## src/rtl/traffic_pkg.sv

```systemverilog
// Shared types and encodings for the traffic-light sequencer.
package traffic_pkg;

  typedef enum logic [2:0] {
    ST_IDLE,
    ST_RED,
    ST_GREEN,
    ST_AMBER,
    ST_FLASH,
    ST_ALLRED
  } state_t;

  localparam logic [1:0] PH_RED      = 2'd0;
  localparam logic [1:0] PH_GREEN    = 2'd1;
  localparam logic [1:0] PH_AMBER    = 2'd2;
  localparam logic [1:0] PH_OVERRIDE = 2'd3;

  localparam logic [1:0] MODE_DAY    = 2'b00;
  localparam logic [1:0] MODE_NIGHT  = 2'b01;
  localparam logic [1:0] MODE_FLASH  = 2'b10;
  localparam logic [1:0] MODE_ALLRED = 2'b11;

  function automatic logic is_cycling(input state_t s);
    return (s == ST_RED) || (s == ST_GREEN) || (s == ST_AMBER);
  endfunction

endpackage

```

## src/rtl/phase_timer.sv

```systemverilog
// Phase counter: clears to zero or increments each cycle; flags cnt == last.
module phase_timer #(
  parameter int unsigned CNT_W = 16
) (
  input  logic             clock,
  input  logic             reset_n,
  input  logic             i_clear,
  input  logic [CNT_W-1:0] i_last,
  output logic [CNT_W-1:0] o_cnt_nxt,
  output logic             o_tc
);

  logic [CNT_W-1:0] r_cnt;

  assign o_cnt_nxt = i_clear ? '0 : r_cnt + CNT_W'(1);
  assign o_tc      = (r_cnt == i_last);

  // Counter register.
  always_ff @(posedge clock or negedge reset_n) begin
    if (!reset_n) r_cnt <= '0;
    else          r_cnt <= o_cnt_nxt;
  end

endmodule

```

## src/rtl/traffic_light_ctrl.sv

```systemverilog
// Traffic-light sequencer: RED -> GREEN -> AMBER cycle with blink warning,
// amber-flash and all-red overrides.
module traffic_light_ctrl
  import traffic_pkg::*;
#(
  parameter int unsigned RED_TICS_DAY     = 350,
  parameter int unsigned GREEN_TICS_DAY   = 350,
  parameter int unsigned RED_TICS_NIGHT   = 200,
  parameter int unsigned GREEN_TICS_NIGHT = 200,
  parameter int unsigned AMBER_TICS       = 30,
  parameter int unsigned FLASH_TICS       = 50,
  parameter int unsigned CNT_W            = 16
) (
  input  logic       clock,
  input  logic       reset_n,
  input  logic [1:0] mode,
  output logic       red,
  output logic       amber,
  output logic       green,
  output logic [1:0] phase,
  output logic       phase_done
);

  localparam longint unsigned L_LIM = 64'd1 << CNT_W;
  localparam bit L_BAD =
      (RED_TICS_DAY < 4) || (GREEN_TICS_DAY < 4) || (RED_TICS_NIGHT < 4) ||
      (GREEN_TICS_NIGHT < 4) || (AMBER_TICS < 4) || (FLASH_TICS < 1) ||
      (longint'(RED_TICS_DAY) >= L_LIM) || (longint'(GREEN_TICS_DAY) >= L_LIM) ||
      (longint'(RED_TICS_NIGHT) >= L_LIM) || (longint'(GREEN_TICS_NIGHT) >= L_LIM) ||
      (longint'(AMBER_TICS) >= L_LIM) || (longint'(FLASH_TICS) >= L_LIM);

  if (L_BAD) begin : g_bad_params
    $error("traffic_light_ctrl: phase lengths must be >= 4 (FLASH_TICS >= 1) and < 2**CNT_W");
  end

  // Terminal counts (T-1) per phase.
  localparam logic [CNT_W-1:0] L_RED_DAY     = CNT_W'(RED_TICS_DAY - 1);
  localparam logic [CNT_W-1:0] L_GREEN_DAY   = CNT_W'(GREEN_TICS_DAY - 1);
  localparam logic [CNT_W-1:0] L_RED_NIGHT   = CNT_W'(RED_TICS_NIGHT - 1);
  localparam logic [CNT_W-1:0] L_GREEN_NIGHT = CNT_W'(GREEN_TICS_NIGHT - 1);
  localparam logic [CNT_W-1:0] L_AMBER       = CNT_W'(AMBER_TICS - 1);
  localparam logic [CNT_W-1:0] L_FLASH       = CNT_W'(FLASH_TICS - 1);

  function automatic logic [CNT_W-1:0] last_of(input state_t s, input logic night);
    case (s)
      ST_RED:   return night ? L_RED_NIGHT : L_RED_DAY;
      ST_GREEN: return night ? L_GREEN_NIGHT : L_GREEN_DAY;
      ST_AMBER: return L_AMBER;
      ST_FLASH: return L_FLASH;
      default:  return '0;
    endcase
  endfunction

  // Lamp lit for cnt < T-3 and at T-2; dark at T-3 and T-1.
  function automatic logic blink_lit(input logic [CNT_W-1:0] c, input logic [CNT_W-1:0] l);
    return (c < l - CNT_W'(2)) || (c == l - CNT_W'(1));
  endfunction

  state_t           r_state, w_state_nxt;
  logic             r_night, w_night_nxt;
  logic             r_flash_lit, w_flash_lit_nxt;
  logic             w_clear, w_tc;
  logic [CNT_W-1:0] w_last, w_last_nxt, w_cnt_nxt;
  logic             w_red_nxt, w_amber_nxt, w_green_nxt, w_done_nxt;
  logic [1:0]       w_phase_nxt;

  assign w_last = last_of(r_state, r_night);

  phase_timer #(
    .CNT_W(CNT_W)
  ) u_timer (
    .clock    (clock),
    .reset_n  (reset_n),
    .i_clear  (w_clear),
    .i_last   (w_last),
    .o_cnt_nxt(w_cnt_nxt),
    .o_tc     (w_tc)
  );

  // State, latched cycling mode and flash half-period register.
  always_ff @(posedge clock or negedge reset_n) begin
    if (!reset_n) begin
      r_state     <= ST_IDLE;
      r_night     <= 1'b0;
      r_flash_lit <= 1'b0;
    end else begin
      r_state     <= w_state_nxt;
      r_night     <= w_night_nxt;
      r_flash_lit <= w_flash_lit_nxt;
    end
  end

  // Next-state: override requests win over phase progression.
  always_comb begin
    w_state_nxt     = r_state;
    w_night_nxt     = r_night;
    w_flash_lit_nxt = r_flash_lit;
    w_clear         = 1'b0;
    case (r_state)
      ST_RED, ST_GREEN, ST_AMBER: begin
        if (mode == MODE_FLASH) begin
          w_state_nxt     = ST_FLASH;
          w_flash_lit_nxt = 1'b1;
          w_clear         = 1'b1;
        end else if (mode == MODE_ALLRED) begin
          w_state_nxt = ST_ALLRED;
          w_clear     = 1'b1;
        end else if (w_tc) begin
          w_clear = 1'b1;
          if (r_state == ST_RED) begin
            w_state_nxt = ST_GREEN;
          end else if (r_state == ST_GREEN) begin
            w_state_nxt = ST_AMBER;
          end else begin
            w_state_nxt = ST_RED;
            w_night_nxt = (mode == MODE_NIGHT);
          end
        end
      end
      ST_FLASH: begin
        if (mode == MODE_FLASH) begin
          if (w_tc) begin
            w_clear         = 1'b1;
            w_flash_lit_nxt = ~r_flash_lit;
          end
        end else if (mode == MODE_ALLRED) begin
          w_state_nxt = ST_ALLRED;
          w_clear     = 1'b1;
        end else begin
          w_state_nxt = ST_RED;
          w_night_nxt = (mode == MODE_NIGHT);
          w_clear     = 1'b1;
        end
      end
      default: begin
        // IDLE and ALLRED: counter held at zero until the next phase starts.
        w_clear = 1'b1;
        if (mode == MODE_FLASH) begin
          w_state_nxt     = ST_FLASH;
          w_flash_lit_nxt = 1'b1;
        end else if (mode == MODE_ALLRED) begin
          w_state_nxt = ST_ALLRED;
        end else begin
          w_state_nxt = ST_RED;
          w_night_nxt = (mode == MODE_NIGHT);
        end
      end
    endcase
  end

  // Output decode from the next state/count so lamps align with phase.
  always_comb begin
    w_red_nxt   = 1'b0;
    w_amber_nxt = 1'b0;
    w_green_nxt = 1'b0;
    w_phase_nxt = PH_RED;
    w_last_nxt  = last_of(w_state_nxt, w_night_nxt);
    w_done_nxt  = is_cycling(w_state_nxt) && (w_cnt_nxt == w_last_nxt);
    case (w_state_nxt)
      ST_RED: begin
        w_red_nxt   = blink_lit(w_cnt_nxt, w_last_nxt);
        w_phase_nxt = PH_RED;
      end
      ST_GREEN: begin
        w_green_nxt = blink_lit(w_cnt_nxt, w_last_nxt);
        w_phase_nxt = PH_GREEN;
      end
      ST_AMBER: begin
        w_amber_nxt = blink_lit(w_cnt_nxt, w_last_nxt);
        w_phase_nxt = PH_AMBER;
      end
      ST_FLASH: begin
        w_amber_nxt = w_flash_lit_nxt;
        w_phase_nxt = PH_OVERRIDE;
      end
      ST_ALLRED: begin
        w_red_nxt   = 1'b1;
        w_phase_nxt = PH_OVERRIDE;
      end
      default: ;
    endcase
  end

  // Registered lamp and status outputs.
  always_ff @(posedge clock or negedge reset_n) begin
    if (!reset_n) begin
      red        <= 1'b0;
      amber      <= 1'b0;
      green      <= 1'b0;
      phase      <= PH_RED;
      phase_done <= 1'b0;
    end else begin
      red        <= w_red_nxt;
      amber      <= w_amber_nxt;
      green      <= w_green_nxt;
      phase      <= w_phase_nxt;
      phase_done <= w_done_nxt;
    end
  end

endmodule

```

## config.mk

```make
export PLATFORM = sky130hd
export DESIGN_NAME = traffic_light_ctrl
export DESIGN_NICKNAME = d
export VERILOG_FILES = /design/src/rtl/traffic_pkg.sv /design/src/rtl/phase_timer.sv /design/src/rtl/traffic_light_ctrl.sv
export SDC_FILE = /design/constraint.sdc
export NUM_CORES = 1
export LEC_CHECK = 0
export CAP_MARGIN = 20
export CELL_PAD_IN_SITES_DETAIL_PLACEMENT = 1
export CELL_PAD_IN_SITES_GLOBAL_PLACEMENT = 2
export CORE_ASPECT_RATIO = 0.75
export CORE_MARGIN = 2
export CORE_UTILIZATION = 38
export DETAILED_ROUTE_END_ITERATION = 10
export PLACE_DENSITY = 0.89
export SYNTH_ARGS = -nofsm -noshare
export SYNTH_HDL_FRONTEND = slang
export SYNTH_SLANG_ARGS = --single-unit
```

## constraint.sdc

```tcl
create_clock -name clock -period 5.35 [get_ports clock]
set_input_delay 1.07 -clock clock [delete_from_list [all_inputs] [get_ports clock]]
set_output_delay 1.07 -clock clock [all_outputs]
set_load 0.02 [all_outputs]
```

==> Implementation_results.wiki, run 1 <==
{| class="wikitable"
! Metric !! Value
|-
| Power per Cell Area || 180 mW/mm^2
|-
| Diode count || 0
|-
| Class of the most critical setup path || reg -> reg
|-
| Filler instances || 754
|-
| Most frequent cell after synthesis || sky130_fd_sc_hd__nor2_1
|-
| Inserted Clock Buffers || 3
|-
| Critical Path Start || u_timer.r_cnt[12]$_DFF_PN0_
|-
| Worst Hold Margin || 657 ps
|-
| Cell internal pwr || between 0.0003 and 0.0004 W
|-
| Final setup violation count || 0
|-
| Mapped Area || approximately 0.0023 mm^2
|-
| Path class of the lowest-slack min-delay path || reg -> reg
|-
| Cell types with the highest counts after synthesis || sky130_fd_sc_hd__nor2_1, sky130_fd_sc_hd__dfrtp_1, sky130_fd_sc_hd__nand2_1
|-
| Actual slew at the worst max-slew pin || approximately 630 ps
|-
| Number of clock sinks || 27
|-
| Share of flip-flops with an asynchronous set or reset || 100%
|-
| Type of destination of the critical path || flop
|-
| Number of synthesized register bits || 27
|-
| Core Region || around 0.0059 mm^2
|-
| Leakage || ~1.1 nW
|-
| First DRT Iteration DRCs || 167
|-
| Worst r2r dst || amber$_DFF_PN0_
|-
| Clock Skew || 5.93 ps
|-
| Combined area of the multi-input logic cells || 0.00156 mm^2
|-
| Via count of the routed design || roughly 2100
|-
| Reported max-cap violation count || 0
|-
| Final critical-path share of the clock period || 87.7%
|-
| Net Count, Synth || 302
|-
| CP Max Fanout || 6
|-
| Status || complete, no violations
|-
| TritonCTS clock tree || yes
|-
| Vertical die dimension || 72.0 um
|-
| Top_reg_cell synth || sky130_fd_sc_hd__dfrtp_1
|-
| Total Die Area || 0.00682 mm^2
|-
| RSZ-0062 raised after global routing || false
|-
| Max Root-Sink Buffers || 2
|-
| Maximum operating frequency || between 200 and 250 MHz
|-
| Mean instance size in the synthesized netlist || 8.40 um^2
|-
| Total track usage || ~23%
|-
| DP Cell Count || approximately 360
|-
| Clock period minus worst slack || 4690 ps
|-
| Depth of the most critical reg-to-reg path || 20
|-
| Clock Latency Late Sink || 280 ps
|-
| Count of yosys warnings during synthesis || 0
|-
| Initial antenna violation count || 0
|-
| Avg WL per Cell || 19.6 um
|-
| Number of instances in the synthesized netlist || 279
|-
| Area share of the largest cell type after synthesis || 28.8%
|-
| Area occupied by registers || 676 um^2
|-
| Worst hold stages || 2
|-
| Comb pwr share || 24.9%
|-
| Area growth from synthesis to final layout || 8.28%
|-
| Cell variety after synth || between 50 and 60
|-
| Final max-slew violation count || 0
|-
| Post-CTS setup buffer count || 0
|-
| Half-perimeter wire length after placement || 5560 um
|-
| Max_slew headroom || 58.0%
|-
| Die outline width || 94.7 um
|-
| Detailed-route DRC error count || 0
|-
| IR Drop Worst-Case VDD || about 0.10 mV
|-
| First-pass GRT wire length || around 12000 um
|-
| Kind of start point of the critical path || flop
|-
| Clock edge transition at the registers on the reported setup and hold paths || 100 ps
|-
| Final Routed Wirelength || 7080 um
|-
| Layout cells sized above 1 || 6.71%
|-
| Port bufs || 9
|-
| Standard-cell rows || 24
|-
| Post-route ant nets || 0
|-
| Count of flip-flops with a built-in enable after synthesis || 0
|-
| Number of optimization iterations in the first detailed-route pass || 4
|-
| Number of buffers added to fix hold violations after cts || 0
|-
| Data arrival time of the critical path || 4880 ps
|-
| Vias in the first global route || 2109
|-
| Via density per instance || 5.83
|-
| Worst endpoint required time || 5540 ps
|-
| Final nets || 307
|-
| # resized after CTS || 0
|-
| Final hold violation count || 0
|-
| Most area-consuming cells after synthesis || sky130_fd_sc_hd__dfrtp_1, sky130_fd_sc_hd__ha_1, sky130_fd_sc_hd__nor2_1, sky130_fd_sc_hd__xnor2_1, sky130_fd_sc_hd__nand3_1
|-
| Sequential-to-total area share from yosys stat || 28.8%
|-
| Root cell of the clock tree || sky130_fd_sc_hd__clkbuf_8
|-
| Clock group share of total power || 27.0%
|-
| Aggregate global routing overflow || 0
|-
| H-tree depth || 1
|-
| Starting utilization of the core area || approximately two fifths
|-
| Net load switching power || 0.000150 W
|-
| Largest area contributor in the netlist || sky130_fd_sc_hd__dfrtp_1
|-
| Final GP Congestion || 0.854
|-
| Reg power frac || 48.0%
|-
| Pin count of the biggest net entering global routing || 28
|-
| Endpoint of the worst setup timing path || amber$_DFF_PN0_
|-
| Io pins || 10
|-
| Setup TNS after final layout || 0 ps
|-
| Crit Reg-Reg Startpoint || u_timer.r_cnt[12]$_DFF_PN0_
|-
| Sw frac || between 30% and 40%
|-
| Non-Filler Instances || 361
|-
| Worst setup slack for register-to-register paths || 660 ps
|}
-- stage by stage --
step                      util [%]  area, um^2  power (W)  setup WS [ps]
after floorplan                  -        2340   0.000301           1170
after global placement        42.3        2490   0.000332            737
after detailed placement      42.3        2490   0.000336            489
after CTS                     43.1        2540   0.000459            722
after global routing          43.1        2540   0.000479            326
final                         43.1        2540   0.000456            658
-- cell families (layout without fill, tap and decap cells) --
group,count (synthesis),count (layout),synth area share (%)
muxes,4,4,1.76
DFF,27,27,28.8
xor gates and xnor gates,19,19,7.10
adders and majority gates,19,19,10.1
and+or+nand+nor,125,125,28.1
AOI/OAI and AO/OA,62,62,19.5
buffers and inverters,23,27,4.54
-- power by group through the flow --
| stage | clock, W | combinational [W] | sequential [W] |
|---|---|---|---|
| after global placement | 0 | 0.000110 | 0.000223 |
| after detailed placement | 0 | 0.000112 | 0.000223 |
| final | 0.000123 | 0.000114 | 0.000219 |
| after global routing | 0.000132 | 0.000127 | 0.000221 |
| after floorplan | 0 | 0.0000793 | 0.000221 |
| after CTS | 0.000127 | 0.000113 | 0.000219 |
-- flip-flops by register name (all words and copies together) (netlist names) --
name,flops
green,1
red,1
r_state,3
r_flash_lit,1
u_timer.r_cnt,16
phase_done,1
r_night,1
amber,1
phase,2
-- cells in the final DEF (no fill, tap or decap), drive strengths merged, types with 3 or more instances in the layout --
cell           count
a21o               5
a21oi             12
a31oi              7
and2               4
buf                4
clkbuf             4
clkdlybuf4s50      9
dfrtp             27
ha                19
inv               10
mux2i              3
nand2             21
nand3             16
nand4              5
nor2              38
nor2b              9
nor3               8
nor3b              3
nor4               6
o21a               5
o21ai             13
o31ai              3
or3                3
xnor2             10
xor2               9
-- metal layers --
layer / global-route usage, % / wire [um] / part of all wire, % / up-vias
met5: 0 / 0 / 0 / -
met4: 3.70 / 65 / 0.92 / 0
met3: 2.18 / 221 / 3.1 / 6
met2: 32.3 / 2990 / 42 / 34
met1: 37.3 / 3810 / 54 / 1047
li1: - / - / - / 1017
-- area by class of cell --
type	count	area share, %
Sequential cell	27	26.6
Inverter	10	1.48
Multi-Input combinational cell	229	61.5
Clock buffer	4	1.78
Tap cell	78	3.85
Timing Repair Buffer	13	4.73
-- critical path, cell delays in order (launching register included) --
cell and delay [ps]:
sky130_fd_sc_hd__dfrtp_1 460, sky130_fd_sc_hd__nor4_1 590, sky130_fd_sc_hd__o311a_1 290, sky130_fd_sc_hd__nand4_1 160, sky130_fd_sc_hd__nor4b_4 380, sky130_fd_sc_hd__nand3_1 190, sky130_fd_sc_hd__nand2_1 160, sky130_fd_sc_hd__inv_1 140
sky130_fd_sc_hd__a21oi_1 250, sky130_fd_sc_hd__inv_1 110, sky130_fd_sc_hd__ha_1 300, sky130_fd_sc_hd__xnor2_1 200, sky130_fd_sc_hd__ha_1 250, sky130_fd_sc_hd__o21a_1 100, sky130_fd_sc_hd__o21a_1 160, sky130_fd_sc_hd__o21a_1 160
sky130_fd_sc_hd__o211ai_1 160, sky130_fd_sc_hd__a21oi_1 80, sky130_fd_sc_hd__nor2_1 140, sky130_fd_sc_hd__a41oi_2 60, sky130_fd_sc_hd__o31ai_1 240
-- worst min path at each step --
stage	start	end	slack [ps]
2_1_floorplan	r_flash_lit$_DFF_PN0_	r_flash_lit$_DFF_PN0_	550
5_1_grt	u_timer.r_cnt[15]$_DFF_PN0_	u_timer.r_cnt[15]$_DFF_PN0_	700
4_1_cts	r_flash_lit$_DFF_PN0_	r_flash_lit$_DFF_PN0_	660
3_3_place_gp	r_flash_lit$_DFF_PN0_	r_flash_lit$_DFF_PN0_	600
6_report	r_flash_lit$_DFF_PN0_	r_flash_lit$_DFF_PN0_	660
3_5_place_dp	r_flash_lit$_DFF_PN0_	r_flash_lit$_DFF_PN0_	650
No activity file was read; power rests on OpenSTA's default activity.
==> run 2: changes to the inputs <==
CORE_MARGIN = unset   (was 2)
==> Implementation_results.wiki, run 2 (synthesis results as in run 1) <==
{| class="wikitable"
! Metric !! Value
|-
| Status || complete, no violations
|-
| Via count of the routed design || 2104
|-
| Worst endpoint required time || 5530 ps
|-
| Layout cells sized above 1 || just over 7%
|-
| Path class of the lowest-slack min-delay path || reg -> reg
|-
| Final nets || 308
|-
| Minimum setup slack after placement || roughly 730 ps
|-
| Most crowded layer after global routing || met1
|-
| Worst Hold Margin || 635 ps
|-
| Starting utilization of the core area || 39.8%
|-
| Area growth from synthesis to final layout || 8.60%
|-
| Final Routed Wirelength || just under 7000 um
|-
| Power per Cell Area || 178 mW/mm^2
|-
| Worst path top cell family by delay || compound AO/OA/AOI/OAI gates
|-
| Cell with the most instances on the worst path || sky130_fd_sc_hd__o21a_1
|-
| Fraction of met2 tracks used by global routing || 32.7%
|-
| Inserted Clock Buffers || 3
|-
| Combined area of the multi-input logic cells || 0.00156 mm^2
|-
| Half-perimeter wire length after placement || 5330 um
|-
| Flip-flop count of the largest register, all copies and words added || 16
|-
| First-pass GRT wire length || 11400 um
|-
| Leading cell types in the layout, fill and taps excluded || sky130_fd_sc_hd__nor2_1, sky130_fd_sc_hd__dfrtp_1, sky130_fd_sc_hd__nand2_1, sky130_fd_sc_hd__ha_1, sky130_fd_sc_hd__nand3_1
|-
| H-tree depth || 1
|-
| Met3 layer usage reported by global route || 3.27%
|-
| Root cell of the clock tree || sky130_fd_sc_hd__clkbuf_8
|-
| Total power consumption of the routed design || 0.000452 W
|-
| Avg WL per Cell || 18.8 um
|-
| # resized after CTS || 0
|-
| Max Root-Sink Buffers || 2
|-
| RSZ-0062 raised after global routing || false
|-
| Net load switching power || 0.000146 W
|-
| Max_slew headroom || 62.2%
|-
| Data arrival time of the critical path || between 4000 and 5000 ps
|-
| Slowest cell delay on critical path || 600 ps
|-
| Clock period minus worst slack || about 4600 ps
|-
| Via density per instance || around 5.8
|-
| Setup TNS after final layout || 0 ps
|-
| First DRT Iteration DRCs || 97
|-
| Diode count || 0
|-
| Area occupied by registers || 676 um^2
|-
| Final setup violation count || 0
|-
| Final GP Congestion || 0.891
|-
| Reg power frac || 48.6%
|-
| Final hold violation count || 0
|-
| Class of the most critical setup path || reg -> reg
|-
| Post-route ant nets || 0
|-
| DP Cell Count || between 300 and 400
|-
| Pin count of the biggest net entering global routing || 28
|-
| TritonCTS clock tree || yes
|-
| Clock edge transition at the registers on the reported setup and hold paths || 100 ps
|-
| Total track usage || 22.4%
|-
| Final critical-path share of the clock period || 86.0%
|-
| Initial antenna violation count || 0
|-
| Comb pwr share || between 20% and 30%
|-
| Top reg by flops || u_timer.r_cnt
|-
| Standard-cell rows || 24
|-
| Aggregate global routing overflow || 0
|-
| Clock group share of total power || 26.2%
|-
| Number of buffers and inverters on the critical path || 2
|-
| Vertical die dimension || approximately 70 um
|-
| Core Region || 0.00589 mm^2
|-
| Detailed-route DRC error count || 0
|-
| Met1 usage || 34.9%
|-
| Clock Latency Late Sink || ~270 ps
|-
| Worst-path cell chain || or3_4 -> a31oi_2 -> o32ai_2 -> nor4b_4 -> nand3_1 -> nand2_1 -> inv_1 -> a21oi_1 -> inv_1 -> ha_1 -> ha_1 -> o21a_1 -> o21a_1 -> o21a_1 -> o21a_1 -> o211ai_1 -> a21oi_1 -> nor2_1 -> a41oi_2 -> o31ai_1
|-
| Worst Slack Setup Final || 747 ps
|-
| Filler instances || slightly above 700
|-
| Sw frac || approximately 32%
|-
| Largest registers || u_timer.r_cnt x16, r_state x3, phase x2
|-
| Leakage || 1.08 nW
|-
| Number of optimization iterations in the first detailed-route pass || 4
|-
| Maximum operating frequency || 217 MHz
|-
| Post-CTS setup buffer count || 0
|-
| IR Drop Worst-Case VDD || between 0.09 and 0.1 mV
|-
| Non-Filler Instances || about 360
|-
| Kind of start point of the critical path || flop
|-
| Final max-slew violation count || 0
|-
| Port bufs || 9
|-
| Number of buffers added to fix hold violations after cts || 0
|-
| Type of destination of the critical path || flop
|-
| Die outline width || 92.7 um
|-
| Actual slew at the worst max-slew pin || ~570 ps
|-
| Io pins || 10
|-
| Worst-path cell with the longest stage delay || sky130_fd_sc_hd__dfrtp_1
|-
| Total Die Area || roughly 0.0065 mm^2
|-
| CP Max Fanout || 19
|-
| Most common cell after layout, fill and taps aside || sky130_fd_sc_hd__nor2_1
|-
| Reported max-cap violation count || 0
|-
| Cell internal pwr || 0.000306 W
|-
| Vias in the first global route || 2170
|-
| Number of clock sinks || 27
|-
| Clock Skew || 3.32 ps
|}
[run 2: power by group through the flow]
stage / logic (W) / clock network (W) / registers, W
floorplan: 0.0000793 / 0 / 0.000221
global placement: 0.000110 / 0 / 0.000223
detailed placement: 0.000112 / 0 / 0.000224
CTS: 0.000113 / 0.000119 / 0.000220
global route: 0.000126 / 0.000127 / 0.000221
finish: 0.000114 / 0.000118 / 0.000220
[run 2: through the flow]
step                utilization (%)  instance area, um^2
finish                         43.2                 2540
global route                   43.2                 2540
CTS                            43.2                 2540
detailed placement             42.5                 2500
global placement               42.5                 2500
floorplan                         -                 2340
[run 2: final timing paths]
path | startpoint | endpoint | slack (ps) | depth (start not counted)
min | u_timer.r_cnt[15]$_DFF_PN0_ | u_timer.r_cnt[15]$_DFF_PN0_ | 630 | 2
min reg2reg | u_timer.r_cnt[15]$_DFF_PN0_ | u_timer.r_cnt[15]$_DFF_PN0_ | 630 | 2
max reg2reg | r_state[2]$_DFF_PN0_ | red$_DFF_PN0_ | 750 | 20
max | r_state[2]$_DFF_PN0_ | red$_DFF_PN0_ | 750 | 20
min in group asynchronous | reset_n | green$_DFF_PN0_ | 1170 | 2
max in group asynchronous | reset_n | u_timer.r_cnt[11]$_DFF_PN0_ | 3910 | 2
[run 2: layout make-up]
cell class	count	share of cell area, %
Clock buffer	4	1.77
Inverter	10	1.47
Multi-Input combinational cell	229	61.4
Sequential cell	27	26.5
Tap cell	78	3.83
Timing Repair Buffer	14	5.01
[run 2: per-layer routing]
metal	wire length, um	up-vias
met3	264	4
met4	44	0
met5	0	-
met2	2860	36
met1	3640	1054
li1	-	1010
[run 2: worst reg2reg max path: cells and delay by family (launching register included)]
family	cells	cell delay, ps
DFF	1	600
and+or+nand+nor	5	1360
adders and majority gates	2	580
AOI/OAI and AO/OA	11	1720
buffers and inverters	2	260
